`config.mk`:
```
export PLATFORM = sky130hd
export DESIGN_NAME = gem_frame_sync_tracker
export DESIGN_NICKNAME = d
export VERILOG_FILES = /design/src/rtl/gem_frame_sync_tracker.sv
export SDC_FILE = /design/constraint.sdc
export NUM_CORES = 1
export LEC_CHECK = 0
export BUFFER_PORTS_ARGS = -buffer_cell sky130_fd_sc_hd__buf_2
export CORE_UTILIZATION = 30
export DETAILED_ROUTE_END_ITERATION = 10
export GPL_TIMING_DRIVEN = 0
export PLACE_DENSITY = 0.49
export SLEW_MARGIN = 0
export SYNTH_ARGS = -nofsm -noshare
export SYNTH_HDL_FRONTEND = slang
export SYNTH_SLANG_ARGS = --single-unit
```
`constraint.sdc`:
```
create_clock -name clock -period 5 [get_ports clock]
set_input_delay 0.5 -clock clock [delete_from_list [all_inputs] [get_ports clock]]
set_output_delay 0.5 -clock clock [all_outputs]
set_load 0.005 [all_outputs]
```
`src/rtl/gem_frame_sync_tracker.sv`:
```
// gem_frame_sync_tracker: per-fiber hunt/lock tracker for the GEM BC-F7-FB-FD
// separator cycle, with per-OH / super-chamber sync and sticky loss flags.
// Ports: clock, global_reset (async, active-high), ttc_resync, cnt_clear,
//   kchar[NFIBERS*8], link_good[NFIBERS], overflow[NOH] ->
//   fiber_locked[NFIBERS], oh_synced[NOH], all_synced, oh_lostsync[NOH],
//   all_lostsync, err_count[NFIBERS*ERRCNT_WIDTH].
// Define GEM_SYNC_ERRCNT_EN to build the saturating per-fiber error counters;
// without it err_count is tied to zero and cnt_clear has no effect.
module gem_frame_sync_tracker #(
  parameter int NFIBERS = 4,
  parameter int FIBERS_PER_OH = 2,
  parameter int LOCK_CNT = 4,
  parameter int UNLOCK_ERRS = 3,
  parameter int ERRCNT_WIDTH = 16,
  localparam int NOH = NFIBERS / FIBERS_PER_OH
) (
  input  logic clock,
  input  logic global_reset,
  input  logic ttc_resync,
  input  logic [NFIBERS*8-1:0] kchar,
  input  logic [NFIBERS-1:0] link_good,
  input  logic [NOH-1:0] overflow,
  input  logic cnt_clear,
  output logic [NFIBERS-1:0] fiber_locked,
  output logic [NOH-1:0] oh_synced,
  output logic all_synced,
  output logic [NOH-1:0] oh_lostsync,
  output logic all_lostsync,
  output logic [NFIBERS*ERRCNT_WIDTH-1:0] err_count
);

  localparam logic [7:0] K_BC = 8'hBC;
  localparam logic [7:0] K_F7 = 8'hF7;
  localparam logic [7:0] K_FB = 8'hFB;
  localparam logic [7:0] K_FD = 8'hFD;
  localparam logic [7:0] K_FC = 8'hFC;

  typedef enum logic {HUNT, LOCKED} state_t;

  function automatic logic [7:0] succ(input logic [7:0] c);
    logic [7:0] r;
    unique case (c)
      K_BC:    r = K_F7;
      K_F7:    r = K_FB;
      K_FB:    r = K_FD;
      default: r = K_BC;
    endcase
    return r;
  endfunction

  // next-cycle lock state: sync outputs are qualified by it
  logic [NFIBERS-1:0] lock_d;

  for (genvar i = 0; i < NFIBERS; i++) begin : g_fiber
    logic [7:0] k;
    logic       ov;
    logic       is_seq;
    logic       skip;
    logic       junk;
    logic       hit;
    logic       miss;
    state_t     st, st_d;
    logic [3:0] hcnt, hcnt_d;
    logic [3:0] ecnt, ecnt_d;
    logic [7:0] exp_q, exp_d;

    assign k  = kchar[8*i +: 8];
    assign ov = overflow[i / FIBERS_PER_OH];
    assign is_seq = (k == K_BC) || (k == K_F7) ||
                    (k == K_FB) || (k == K_FD);
    // overflow hides the char; FC marks an overflow slot
    assign skip = ov || (k == K_FC);
    assign junk = !skip && !is_seq;
    assign hit  = !skip && (k == exp_q);

    always_comb begin
      st_d   = st;
      hcnt_d = hcnt;
      ecnt_d = ecnt;
      exp_d  = exp_q;
      miss   = 1'b0;
      if (ttc_resync) begin
        st_d   = HUNT;
        hcnt_d = 4'd0;
        ecnt_d = 4'd0;
        exp_d  = K_BC;
      end else if (!link_good[i]) begin
        st_d   = HUNT;
        hcnt_d = 4'd0;
      end else if (st == HUNT) begin
        unique case (1'b1)
          skip:    exp_d = succ(exp_q);
          junk:    hcnt_d = 4'd0;
          default: begin
            exp_d  = succ(k);
            hcnt_d = (hit && hcnt != 4'd0) ?
                     hcnt + 4'd1 : 4'd1;
          end
        endcase
        if (hcnt_d == 4'(LOCK_CNT)) begin
          st_d   = LOCKED;
          ecnt_d = 4'd0;
        end
      end else begin
        // phase keeps running even across a bad char
        exp_d = succ(exp_q);
        if (skip || hit) begin
          ecnt_d = 4'd0;
        end else begin
          miss   = 1'b1;
          ecnt_d = ecnt + 4'd1;
          if (ecnt_d == 4'(UNLOCK_ERRS)) begin
            st_d   = HUNT;
            hcnt_d = 4'd0;
          end
        end
      end
    end

    always_ff @(posedge clock or posedge global_reset) begin
      if (global_reset) begin
        st    <= HUNT;
        hcnt  <= 4'd0;
        ecnt  <= 4'd0;
        exp_q <= K_BC;
      end else begin
        st    <= st_d;
        hcnt  <= hcnt_d;
        ecnt  <= ecnt_d;
        exp_q <= exp_d;
      end
    end

    assign lock_d[i]       = (st_d == LOCKED);
    assign fiber_locked[i] = (st == LOCKED);

`ifdef GEM_SYNC_ERRCNT_EN
    logic [ERRCNT_WIDTH-1:0] errc;

    always_ff @(posedge clock or posedge global_reset) begin
      if (global_reset) begin
        errc <= '0;
      end else if (cnt_clear) begin
        errc <= '0;
      end else if (miss && !(&errc)) begin
        errc <= errc + 1'b1;
      end
    end

    assign err_count[i*ERRCNT_WIDTH +: ERRCNT_WIDTH] = errc;
`else
    logic unused_errc;
    assign unused_errc = miss ^ cnt_clear;
    assign err_count[i*ERRCNT_WIDTH +: ERRCNT_WIDTH] = '0;
`endif
  end

  logic [NOH-1:0] oh_eq;
  logic           f0_eq;
  logic [NOH-1:0] oh_d;
  logic           all_d;

  always_comb begin
    oh_eq = '1;
    f0_eq = 1'b1;
    for (int f = 0; f < NFIBERS; f++) begin
      if (kchar[8*f +: 8] !=
          kchar[8*(f - f % FIBERS_PER_OH) +: 8])
        oh_eq[f / FIBERS_PER_OH] = 1'b0;
      if ((f % FIBERS_PER_OH == 0) &&
          (kchar[8*f +: 8] != kchar[7:0]))
        f0_eq = 1'b0;
    end
    oh_d = '0;
    for (int o = 0; o < NOH; o++) begin
      oh_d[o] = (&lock_d[o*FIBERS_PER_OH +: FIBERS_PER_OH]) &&
                (overflow[o] || oh_eq[o]);
    end
    all_d = (&oh_d) && ((|overflow) || f0_eq);
  end

  always_ff @(posedge clock or posedge global_reset) begin
    if (global_reset) begin
      oh_synced    <= '0;
      all_synced   <= 1'b0;
      oh_lostsync  <= '0;
      all_lostsync <= 1'b0;
    end else if (ttc_resync) begin
      oh_synced    <= '0;
      all_synced   <= 1'b0;
      oh_lostsync  <= '0;
      all_lostsync <= 1'b0;
    end else begin
      oh_synced    <= oh_d;
      all_synced   <= all_d;
      oh_lostsync  <= oh_lostsync | (oh_synced & ~oh_d);
      all_lostsync <= all_lostsync | (all_synced & ~all_d);
    end
  end

endmodule

```
# Yosys cells after proc, flatten, opt, wreduce, memory -nomap -nowiden
# Cells that the tools add are included.
# Widths: inputs -> output; s select.
[op_classes]
muxes = 115
n_addsub = 8
n_reduce_logical = 74
n_bitwise = 6
eq_ne = 59
[ops]
columns = ["op", "count"]
rows = [
  ["$eq 8x8->1 const B", 32],
  ["$mux 4", 56],
  ["$pmux 7 s3", 8],
  ["$mux 8", 12],
  ["$pmux 8 s2", 4],
  ["$add 4x1->4 const B", 8],
  ["$eq 8x8->1", 4],
  ["$pmux 4 s2", 4],
  ["$reduce_and 2->1", 15],
  ["$mux 1", 29],
  ["$ne 8x8->1", 3],
  ["$logic_or 1x1->1", 23],
  ["$eq 4x2->1 const B", 4],
  ["$eq 4x3->1 const B", 4],
  ["$ne 4x3->1 const B", 4],
  ["$ne 4x4->1 const B", 4],
  ["$reduce_bool 4->1", 4],
  ["$logic_and 1x1->1", 15],
  ["$ne 3x2->1 const B", 4],
  ["$reduce_bool 3->1", 4],
  ["$logic_not 1->1", 8],
  ["$reduce_bool 2->1", 4],
  ["$mux 2", 2],
  ["$and 2x2->2", 1],
  ["other kinds (6)", 6],
]
[word_totals]
out_inout_bits = 74
register_bits = 74
word_cells = 282
in_bits = 42

# Logic depth before layout (Yosys ltp)
# Gate-level depths: netlist (run 1).
[logic_depth]
ltp_word = 23
mapped_depth = 10
ltp_nobuf = 10

# Least setup slack after synthesis (run 1)
# No wires, ideal clock.
[synth_path]
kind = "input to register"
startpoint = "input port kchar[3]"
endpoint = "register g_fiber[0].ecnt[2]"
t_arrival_ps = 2460
setup_time_ps = 64
required_ps = 4936
slack_ps = 2475
cell_stages = 9
path_buffers = 1
cell_sequence = "buf_2 and4bb_4 a31o_4 or3_4 a2111oi_4 a21oi_1 a31o_1 a21oi_2 a211o_1"
[synth_via]
elab_chain_len = 13
elab_cells_between_ends = 28
classes_between = "eq/ne: 7; mux: 9; reduce/logical: 12"
[synth_lines]
columns = ["item", "line_no", "text"]
rows = [
  ["start, declared", "20", "input logic [NFIBERS*8-1:0] kchar,"],
  ["$eq 8x8->1 (on tied branches)", "72, 69", ""],
  ["$logic_or 1x1->1 (on tied branches)", "72, 69", ""],
  ["$logic_not 1->1 or $logic_or 1x1->1 (tied branches)", "73, 74, 69", ""],
  ["$logic_and 1x1->1 or $logic_or 1x1->1 (tied branches)", "74, 70", ""],
  ["$logic_and 1x1->1 or $logic_not 1->1 (tied branches)", "96, 73", ""],
  ["$mux 4 or $logic_and 1x1->1 (tied branches)", "96, 73", ""],
  ["$pmux 4 s2", "91", "unique case (1'b1)"],
  ["$mux 4", "90", "end else if (st == HUNT) begin"],
  ["$mux 4", "87", "end else if (!link_good[i]) begin"],
  ["$mux 4", "82", "if (ttc_resync) begin"],
  ["$eq 4x3->1", "100", "if (hcnt_d == 4'(LOCK_CNT)) begin"],
  ["$reduce_bool 3->1 (no line)", "--", ""],
  ["$reduce_and 2->1 (no line)", "--", ""],
  ["end signal, assigned", "129", "ecnt <= ecnt_d;"],
  ["end, declared", "64", "logic [3:0] ecnt, ecnt_d;"],
]
# Parallel ways exist; a longest one is shown, timed or not. The select of a mux whose other input is x is not followed.
# A chain may end at the register's enable or synchronous reset.

# Worst setup path in the final report (run 1)
[layout_path]
startpoint = "register g_fiber[1].hcnt[0]"
endpoint = "register all_lostsync"
[layout_via]
elab_chain_len = 20
elab_cells_between_ends = 21
classes_between = "add/sub: 1; eq/ne: 1; mux: 10; bitwise: 3; reduce/logical: 6"
[layout_lines]
columns = ["item", "line_no", "text"]
rows = [
  ["start, declared", "63", "logic [3:0] hcnt, hcnt_d;"],
  ["start signal, assigned", "128", "hcnt <= hcnt_d;"],
  ["branches (longest 3 deep; another with $add 4x1->4)", "--", ""],
  ["$pmux 4 s2 *", "91", ""],
  ["$mux 4 *", "90", ""],
  ["$mux 4 *", "87", ""],
  ["$mux 4 *", "82", ""],
  ["$eq 4x3->1 *", "100", ""],
  ["$mux 1 *", "100", ""],
  ["$mux 1 *", "90", ""],
  ["[2 not listed]", "--", ""],
  ["$reduce_and 2->1 *", "176", "oh_d[o] = (&lock_d[o*FIBERS_PER_OH +: FIBERS_PER_OH]) &&"],
  ["$logic_and 1x1->1 *", "176", ""],
  ["$reduce_and 2->1 *", "179", "all_d = (&oh_d) && ((|overflow) || f0_eq);"],
  ["$logic_and 1x1->1 *", "179", ""],
  ["$not 1->1 *", "197", "all_lostsync <= all_lostsync | (all_synced & ~all_d);"],
  ["$and 1x1->1 *", "197", ""],
  ["$or 1x1->1 *", "197", ""],
  ["$mux 1 *", "188", "end else if (ttc_resync) begin"],
  ["end signal, assigned", "197", ""],
  ["end, declared", "28", "output logic all_lostsync,"],
]
# Every way passes the cells marked *. The select of a mux whose other input is x is not followed.

==> results of run 1 <==
-- cell type report --
class	instances	area (sq um)	share of cell area (%)
inverters	28	105	1.68
repair buffers	33	180	2.88
flip-flops and latches	58	1460	23.4
well taps	225	282	4.51
multi-input cells	512	3310	53.1
plain buffers	94	636	10.2
clock buffers	15	268	4.29
-- power breakdown --
part	switching (W)	total (W)	internal [W]
clock network	0.000204	0.000564	0.000360
registers	0.0000169	0.000500	0.000483
logic	0.000134	0.000235	0.000101
total	0.000355	0.00130	0.000945
-- worst max-delay path: stages, from the launching register on --
cell     delay [ps]
dfrtp_1         460
inv_1           100
ha_1            200
nor3b_1         130
nor3_1          490
nor4b_1         320
o31a_1          200
a31oi_1         180
nor3_2          300
a41oi_1         160
-- per-stage QoR --
stage          hold WS, ps  area (sq um)  setup WS (ps)
2_1_floorplan          475          5520           2480
3_3_place_gp           494          5960           2080
3_5_place_dp           498          5980           2070
4_1_cts                324          6250           2340
5_1_grt                352          6250           2100
6_report               298          6250           2320
-- path summary, 6_finish.rpt --
| path | startpoint | end | slack, ps | cells past startpoint |
|---|---|---|---|---|
| setup / recovery | g_fiber[1].hcnt[0]$_DFFE_PP0P_ | all_lostsync$_DFF_PP0_ | 2320 | 9 |
| hold / removal | global_reset | g_fiber[1].ecnt[3]$_DFFE_PP0P_ | 300 | 2 |
| setup reg to reg | g_fiber[1].hcnt[0]$_DFFE_PP0P_ | all_lostsync$_DFF_PP0_ | 2320 | 9 |
| hold reg to reg | oh_lostsync[0]$_DFF_PP0_ | oh_lostsync[0]$_DFF_PP0_ | 510 | 1 |
| max in group asynchronous | global_reset | g_fiber[0].exp_q[3]$_DFFE_PP1P_ | 4020 | 3 |
| min in group clock | oh_lostsync[0]$_DFF_PP0_ | oh_lostsync[0]$_DFF_PP0_ | 510 | 1 |
-- sequential cells by signal, indices dropped and copies added (netlist names) --
register	count
g_fiber.st	4
all_lostsync	1
g_fiber.ecnt	16
oh_synced	2
all_synced	1
g_fiber.hcnt	16
g_fiber.exp_q	16
oh_lostsync	2
-- cell families after synthesis --
logic type               Yosys count
AND/OR/NAND/NOR                  209
XOR/XNOR                          52
adder cells (fa/ha/maj)           16
multiplexers                       6
buffers and inverters            122
AO/OA/AOI/OAI                    165
other                              1
flip-flops                        58
-- placed cells by master (no fill, tap or decap), types with 9 or more instances in the layout --
cell and count:
nand4_1 11, dfrtp_1 50, nand3_1 21, nor3b_1 11, a21o_1 11, nor2_1 35
o21ai_0 27, clkbuf_1 17, conb_1 64, xor2_1 33, ha_1 16, nand2b_1 10
buf_4 70, inv_1 27, buf_2 42, nand2_1 48, nor3_1 18, xnor2_1 19
a31oi_1 14, a21oi_1 27, clkbuf_16 9
-- metal layers --
layer / up-vias / GRT usage, % / part of all wire [%]
met5: - / 0 / 0
met1: 2221 / 20.7 / 47
met2: 117 / 26.4 / 47
met3: 6 / 4.02 / 5.0
li1: 2348 / - / -
met4: 0 / 3.56 / 0.63
==> flow_summary.ini, run 1 <==
[power]
p_per_area_nw_per_um2 = 208
ir_worst_vdd_uv = 146
total_power_w = 0.00130
p_leak_nw = 2.86

[setup_path]
cp_max_fo = 7
crit_arrival_ps = 2860
worstSetupStartpointType = flip-flop
critPathRequiredTime_ps = 5180
worst_setup_path_end_kind = flip-flop
crit_type = flip-flop to flip-flop

[synthesis]
synthAdderAreaFrac_pct = 3.79
synth_edf_count = 0
postSynth.asyncResetShare_pct = 100
ys_ff_latch = 58
synthSimpleGateAreaFrac_pct = 21.6
synth_cell_type_count = 75
netlist.area_leader.share_pct = 23.7
netlist_area_sq_um = 5280
synth_xor_area_share_pct = 8.63
synth-compound-area-share_pct = 23.0
ys_seq_area_share_pct = 27.7
synth_top_family_by_area = compound AO/OA/AOI/OAI gates
syn_area_per_cell_sq_um = 8.39
synth.top_cells.by_count = buf_4 (70), dfrtp_1 (50), nand2_1 (48)
netlist_top_cells_area = dfrtp_1 (24%), buf_4 (10%), xor2_1 (5.5%), dfstp_2 (4.0%), ha_1 (3.8%)
muxShareOfSynthArea_pct = 1.21
synthCells = 629
synth_top_area_cell = dfrtp_1
yosys_warnings = 0
synth_top_flop_cell = dfrtp_1
synth_most_common_cell = buf_4

[die]
die_w_um = 135
design.core.area_sq_um = 17200
die_h_um = 135
start_util_pct = 30.6
design.portCount = 116
num_rows = 48
die_area_sq_um = 18100

[global_route]
antenna_found_initial = 0
gr-total-overflow = 0
grt_usage_pct = 15.9
grt_max_degree = 32
grt_pass1_vias = 4483
grt_pass1_wl_mm = 22.8

[clock_tree]
holdBufCountCts = 0
cts.reportedPaths.clkPinSlew_ps = 50
h-tree-depth = 3
clock-sinks = 58
cts_buffers = 9
clkLatencyLatePin_ps = 330
cts-root-buf = clkbuf_16
cts_tree = built
cts_max_path_buffers = 2
post_cts_buffers = 0
cts_resized = 0

[sta]
tightestPinTransition_ps = 722
fin_crit_sh_pct = 53.6
hold_viol = 0
max_clock_freq_ghz = 0.373
setup_viol = 0
slew_headroom_pct = 51.8
rsz0062_at_grt = no
finalMaxSlewViolations = 0
setup_tns_ps = 0
fin_crit_ps = 2680
fin_skew_ps = 8.04

[place]
placedCellCount = 950
portBuffers = 32
gp_congestion = 0.860
hpwlAfterDp_mm = 10.8

[route]
initialDrtViolationCount = 213
num_vias = 4692
drc = 1
viasPerCell = 4.86
drtAntennaViolNets = 0
first_pass_iters = 9
totalWireLength_mm = 14.1
avgRoutedWirePerCell_um = 14.6

[final_layout]
syn_to_final_growth_pct = 18.3
final_layout_size_suffix_gt1_share_pct = 21.5
antenna_cells = 0
nFillCells = 1811
post-route-util_pct = 36.2
final_cells = 965
nets = 794

[worst_hold_path]
hold_path.class = primary input to async pin

[outcome]
violations = design-rule violations
status = complete, but fails checks

[run]
cap_violations = 0
Power figures use the tool's default switching activity.
==> run 2: changes to the inputs <==
==> constraint.sdc (replaced) <==
create_clock -name clock -period 2.75 [get_ports clock]
set_input_delay 0.275 -clock clock [delete_from_list [all_inputs] [get_ports clock]]
set_output_delay 0.275 -clock clock [all_outputs]
set_load 0.005 [all_outputs]
==> flow_summary.ini, run 2 (same netlist as run 1, synthesis figures left out) <==
[outcome]
status = complete, but fails checks
violations = design-rule violations

[die]
num_rows = 48
start_util_pct = 30.6
design.core.area_sq_um = 17200
design.portCount = 116
die_h_um = 135
die_w_um = 135
die_area_sq_um = 18100

[sta]
fin_crit_ps = 2560
max_clock_freq_ghz = 0.390
fin_skew_ps = 6.84
hold_viol = 0
tightestPinTransition_ps = 721
slew_headroom_pct = 51.9
rsz0062_at_grt = no
setup_ws_ps = 187
setup_tns_ps = 0
finalMaxSlewViolations = 0
fin_crit_sh_pct = 93.2
setup_viol = 0

[route]
totalWireLength_mm = 14.2
first_pass_iters = 10
avgRoutedWirePerCell_um = 14.7
drc = 1
drtAntennaViolNets = 0
initialDrtViolationCount = 259
viasPerCell = 4.95
num_vias = 4784

[global_route]
grt_pass1_wl_mm = 22.8
grt_pass1_vias = 4483
grt_max_degree = 32
grt_usage_pct = 15.9
antenna_found_initial = 0
gr-total-overflow = 0

[clock_tree]
cts_tree = built
clkLatencyLatePin_ps = 330
cts.reportedPaths.clkPinSlew_ps = 50
cts_buffers = 9
cts-root-buf = clkbuf_16
clock-sinks = 58
holdBufCountCts = 0
h-tree-depth = 3
cts_max_path_buffers = 2

[setup_path]
worstSetupStartpointType = flip-flop
worst_setup_path_end_kind = flip-flop
crit_type = flip-flop to flip-flop
crit_arrival_ps = 2780
critPathRequiredTime_ps = 2960
reg2reg_depth = 8
cp_max_fo = 5
r2r_slack_ps = 190

[final_layout]
layout_common_cells = buf_4 (71), conb_1 (64), dfrtp_1 (50)
nets = 795
final_layout_size_suffix_gt1_share_pct = 22.1
antenna_cells = 0
final_common_cell = buf_4
reg_top3 = g_fiber.ecnt: 16 flops, g_fiber.exp_q: 16 flops, g_fiber.hcnt: 16 flops
syn_to_final_growth_pct = 19.1
final_cells = 966
nFillCells = 1809

[power]
p_per_area_nw_per_um2 = 377
p_leak_nw = 2.88
ir_worst_vdd_uv = 268

[place]
place_ws_ps = 45.9
placedCellCount = 950
hpwlAfterDp_mm = 10.8
portBuffers = 32
gp_congestion = 0.860

[worst_hold_path]
hold_path.class = primary input to async pin

[run]
cap_violations = 0
[run 2: cell types whose count changed in the layout (fill, tap and decap cells not counted), sizes merged]
cell / before / now
buf: 114 / 115
[run 2: worst paths after layout]
path,startpoint,end
worst min-delay path,global_reset,g_fiber[1].ecnt[3]$_DFFE_PP0P_
worst max-delay path,g_fiber[0].exp_q[2]$_DFFE_PP1P_,oh_lostsync[0]$_DFF_PP0_
min in group clock,link_good[0],g_fiber[0].ecnt[1]$_DFFE_PP0P_
worst min register to register,oh_lostsync[0]$_DFF_PP0_,oh_lostsync[0]$_DFF_PP0_
max in group asynchronous,global_reset,g_fiber[1].exp_q[3]$_DFFE_PP1P_
worst max register to register,g_fiber[0].exp_q[2]$_DFFE_PP1P_,oh_lostsync[0]$_DFF_PP0_
[run 2: per-layer routing]
| layer | vias up | GRT usage, % | part of all wire [%] |
|---|---|---|---|
| li1 | 2351 | - | - |
| met1 | 2277 | 20.7 | 47 |
| met2 | 148 | 26.4 | 47 |
| met3 | 8 | 4.02 | 5.2 |
| met4 | 0 | 3.56 | 0.93 |
| met5 | - | 0 | 0 |
[run 2: cell type report]
class | count | area (sq um) | area share (%)
multi-input cells | 512 | 3350 | 53.2
flip-flops and latches | 58 | 1460 | 23.2
plain buffers | 94 | 636 | 10.1
well taps | 225 | 282 | 4.48
clock buffers | 15 | 268 | 4.26
repair buffers | 34 | 188 | 2.99
inverters | 28 | 105 | 1.67
[run 2: timing repair]
item / CTS / global route
resized for setup: 0 / 6
setup buffers: 0 / 1
endpoints found under the setup margin: 0 / 5
[run 2: where the power goes]
part | leakage (nW) | switching (W) | internal, W | total (W)
sequential | 0.777 | 0.0000304 | 0.000879 | 0.000909
combinational | 1.98 | 0.000246 | 0.000185 | 0.000430
clock | 0.130 | 0.000374 | 0.000654 | 0.00103
total | 2.88 | 0.000650 | 0.00172 | 0.00237
[run 2: worst max-delay path, cell delays in order, from the launching register on]
cell and delay, ps:
dfstp_2 590, xnor2_1 130, nand3_1 110, or2_1 320, o41ai_2 340, a32o_1 240
a41oi_2 210, o31a_1 360, o21ba_1 170
[run 2: stage by stage]
| step | hold slack (ps) | cell area (sq um) | utilization (%) | power (W) |
|---|---|---|---|---|
| final | 70.7 | 6290 | 36.5 | 0.00237 |
| after global routing | 127 | 6290 | 36.5 | 0.00248 |
| after floorplan | 475 | 5520 | - | 0.00124 |
| after global placement | 494 | 5960 | 34.6 | 0.00133 |
| after CTS | 98.9 | 6250 | 36.2 | 0.00240 |
| after detailed placement | 457 | 5980 | 34.7 | 0.00135 |
==> run 3: changes to the inputs <==
--- a/config.mk
+++ b/config.mk
@@ -5,6 +5,7 @@
 export SDC_FILE = /design/constraint.sdc
 export NUM_CORES = 1
 export LEC_CHECK = 0
+export ABC_AREA = 1
 export BUFFER_PORTS_ARGS = -buffer_cell sky130_fd_sc_hd__buf_2
 export CORE_UTILIZATION = 30
 export DETAILED_ROUTE_END_ITERATION = 10
==> constraint.sdc (replaced) <==
create_clock -name clock -period 2.7 [get_ports clock]
set_input_delay 0.27 -clock clock [delete_from_list [all_inputs] [get_ports clock]]
set_output_delay 0.27 -clock clock [all_outputs]
set_load 0.005 [all_outputs]
==> flow_summary.ini, run 3 <==
[synthesis]
synth_top_area_cell = dfrtp_1
synthCells = 744
synth_cell_type_count = 45
synth_most_common_cell = nand2_1
netlist_area_sq_um = 5160
netlist_top_cells_area = dfrtp_1 (24%), nand2_1 (14%), buf_4 (9.9%), inv_1 (6.0%), nand3_1 (4.9%)
postSynth.asyncResetShare_pct = 100
syn_area_per_cell_sq_um = 6.94
synth_edf_count = 0
netlist.area_leader.share_pct = 24.2
synth_top_flop_cell = dfrtp_1
synth.top_cells.by_count = nand2_1 (186), inv_1 (82), buf_4 (68), nor2_1 (68), nand3_1 (51)
ys_seq_area_share_pct = 28.3
yosys_warnings = 0
ys_ff_latch = 58

[setup_path]
crit_type = flip-flop to flip-flop
cp_cell_sequence = inv_1 > nand2_1 > nand2_1 > nor2_1 > nand3_2 > nor2_4 > nand2_1 > nand2_1 > nand2_1 > nor2_1 > nand3_1 > nand2_1 > inv_2 > nor2_4 > nand2_2 > nand2_2 > a21oi_2
worst_setup_path_end_kind = flip-flop
worstSetupStartpointType = flip-flop
critPathRequiredTime_ps = 2900
critPathBufInv = 2
cp_max_fo = 4
cpMostUsedCell = nand2_1
cpMaxStageDelayCell = dfstp_2
critPathMaxStageDelay_ps = 550
cp_top_family = simple AND/OR/NAND/NOR gates
crit_arrival_ps = 2420

[sta]
max_clock_freq_ghz = 0.451
fin_crit_ps = 2220
rsz0062_at_grt = no
hold-worst-slack_ps = 71.2
finalMaxSlewViolations = 0
fin_crit_sh_pct = 82.2
setup_viol = 0
fin_skew_ps = 4.88
tightestPinTransition_ps = 770
slew_headroom_pct = 48.7
hold_viol = 0

[clock_tree]
cts_tree = built
cts_max_path_buffers = 2
clock-sinks = 58
cts.reportedPaths.clkPinSlew_ps = 50
clkLatencyLatePin_ps = 340
post_cts_buffers = 0
cts_resized = 0
h-tree-depth = 3
cts-root-buf = clkbuf_16
holdBufCountCts = 0
cts_buffers = 9

[final_layout]
nFillCells = 1834
final_layout_size_suffix_gt1_share_pct = 24.2
antenna_cells = 0
reg_top3 = g_fiber.ecnt: 16 flops, g_fiber.exp_q: 16 flops, g_fiber.hcnt: 16 flops
post-route-util_pct = 37.2
layout_common_cells = nand2_1 (186), inv_1 (81), nor2_1 (68), buf_4 (68), conb_1 (64)
final_common_cell = nand2_1
nets = 924
syn_to_final_growth_pct = 20.5

[power]
p_leak_nw = 3.22
total_power_w = 0.00258
p_per_area_nw_per_um2 = 414
ir_worst_vdd_uv = 274

[die]
die_w_um = 133
die_h_um = 133
die_area_sq_um = 17700
num_rows = 47
design.portCount = 116
start_util_pct = 30.9
design.core.area_sq_um = 16700

[route]
drtAntennaViolNets = 0
first_pass_iters = 5
num_vias = 4793
viasPerCell = 4.39
avgRoutedWirePerCell_um = 12.3
initialDrtViolationCount = 272
totalWireLength_mm = 13.4
drc = 0

[run]
cap_violations = 0

[outcome]
status = completed

[global_route]
grt_pass1_vias = 4352
grt_pass1_wl_mm = 22.1
antenna_found_initial = 0
gr-total-overflow = 0
grt_usage_pct = 16.1
grt_max_degree = 59

[place]
portBuffers = 48
gp_congestion = 0.845
hpwlAfterDp_mm = 10.5

[worst_hold_path]
hold_path.class = primary input to async pin
## run 3: worst register-to-register path, delay by kind of cell, from the launching register on
| kind | cells | cell delay, ps |
|---|---|---|
| DFF | 1 | 550 |
| and+or+nand+nor | 14 | 1350 |
| buffers and inverters | 2 | 150 |
| AOI/OAI and AO/OA | 1 | 40 |
## run 3: cells by family after synthesis
| family | after synthesis | synth area share, % |
|---|---|---|
| compound gates | 93 | 11.9 |
| xor+xnor | 30 | 5.09 |
| mux | 1 | 0.194 |
| fa+ha+maj | 16 | 3.88 |
| simple gates | 370 | 32.8 |
| buf+inv | 175 | 17.7 |
| flops | 58 | 28.3 |
| other cells | 1 | 0.0727 |
## run 3: area by class of cell
cell class              count  area (sq um)  area share (%)
well taps                 220           275            4.43
multi-input cells         574          3020            48.5
flip-flops and latches     58          1460            23.5
clock buffers              11           253            4.06
plain buffers              73           533            8.57
clock inverters             5          52.6           0.845
repair buffers             48           240            3.86
inverters                 102           385            6.20
## run 3: stage by stage
stage	cell area (sq um)	instances	setup WS, ps	TNS (ps)
6_report	6220	1091	482	0
5_1_grt	6220	1091	218	0
4_1_cts	6220	1091	469	0
3_5_place_dp	5910	1075	427	0
3_3_place_gp	5910	1075	-96.0	-4380
2_1_floorplan	5400	807	810	0
## run 3: routing by layer
layer	wire length (um)	share of wire, %	up-vias	global-route usage (%)
li1	-	-	2522	-
met1	6300	47	2154	21.1
met2	6290	47	103	26.4
met3	645	4.8	14	3.58
met4	214	1.6	0	5.11
met5	0	0	-	0
## run 3: report_power, final
group          internal [W]  total (W)  switching [W]
clock              0.000759    0.00120       0.000441
sequential         0.000902   0.000933      0.0000311
combinational      0.000172   0.000443       0.000271
## run 3: final timing paths
kind | from | end | slack (ps) | cells after the start
min in group clock | link_good[0] | g_fiber[0].hcnt[2]$_DFFE_PP0P_ | 270 | 3
hold reg to reg | g_fiber[1].ecnt[3]$_DFFE_PP0P_ | g_fiber[1].ecnt[3]$_DFFE_PP0P_ | 520 | 2
hold / removal | global_reset | g_fiber[2].ecnt[1]$_DFFE_PP0P_ | 70 | 2
setup / recovery | g_fiber[3].exp_q[2]$_DFFE_PP1P_ | all_lostsync$_DFF_PP0_ | 480 | 17
setup reg to reg | g_fiber[3].exp_q[2]$_DFFE_PP1P_ | all_lostsync$_DFF_PP0_ | 480 | 17
max in group asynchronous | global_reset | g_fiber[0].hcnt[0]$_DFFE_PP0P_ | 2110 | 2
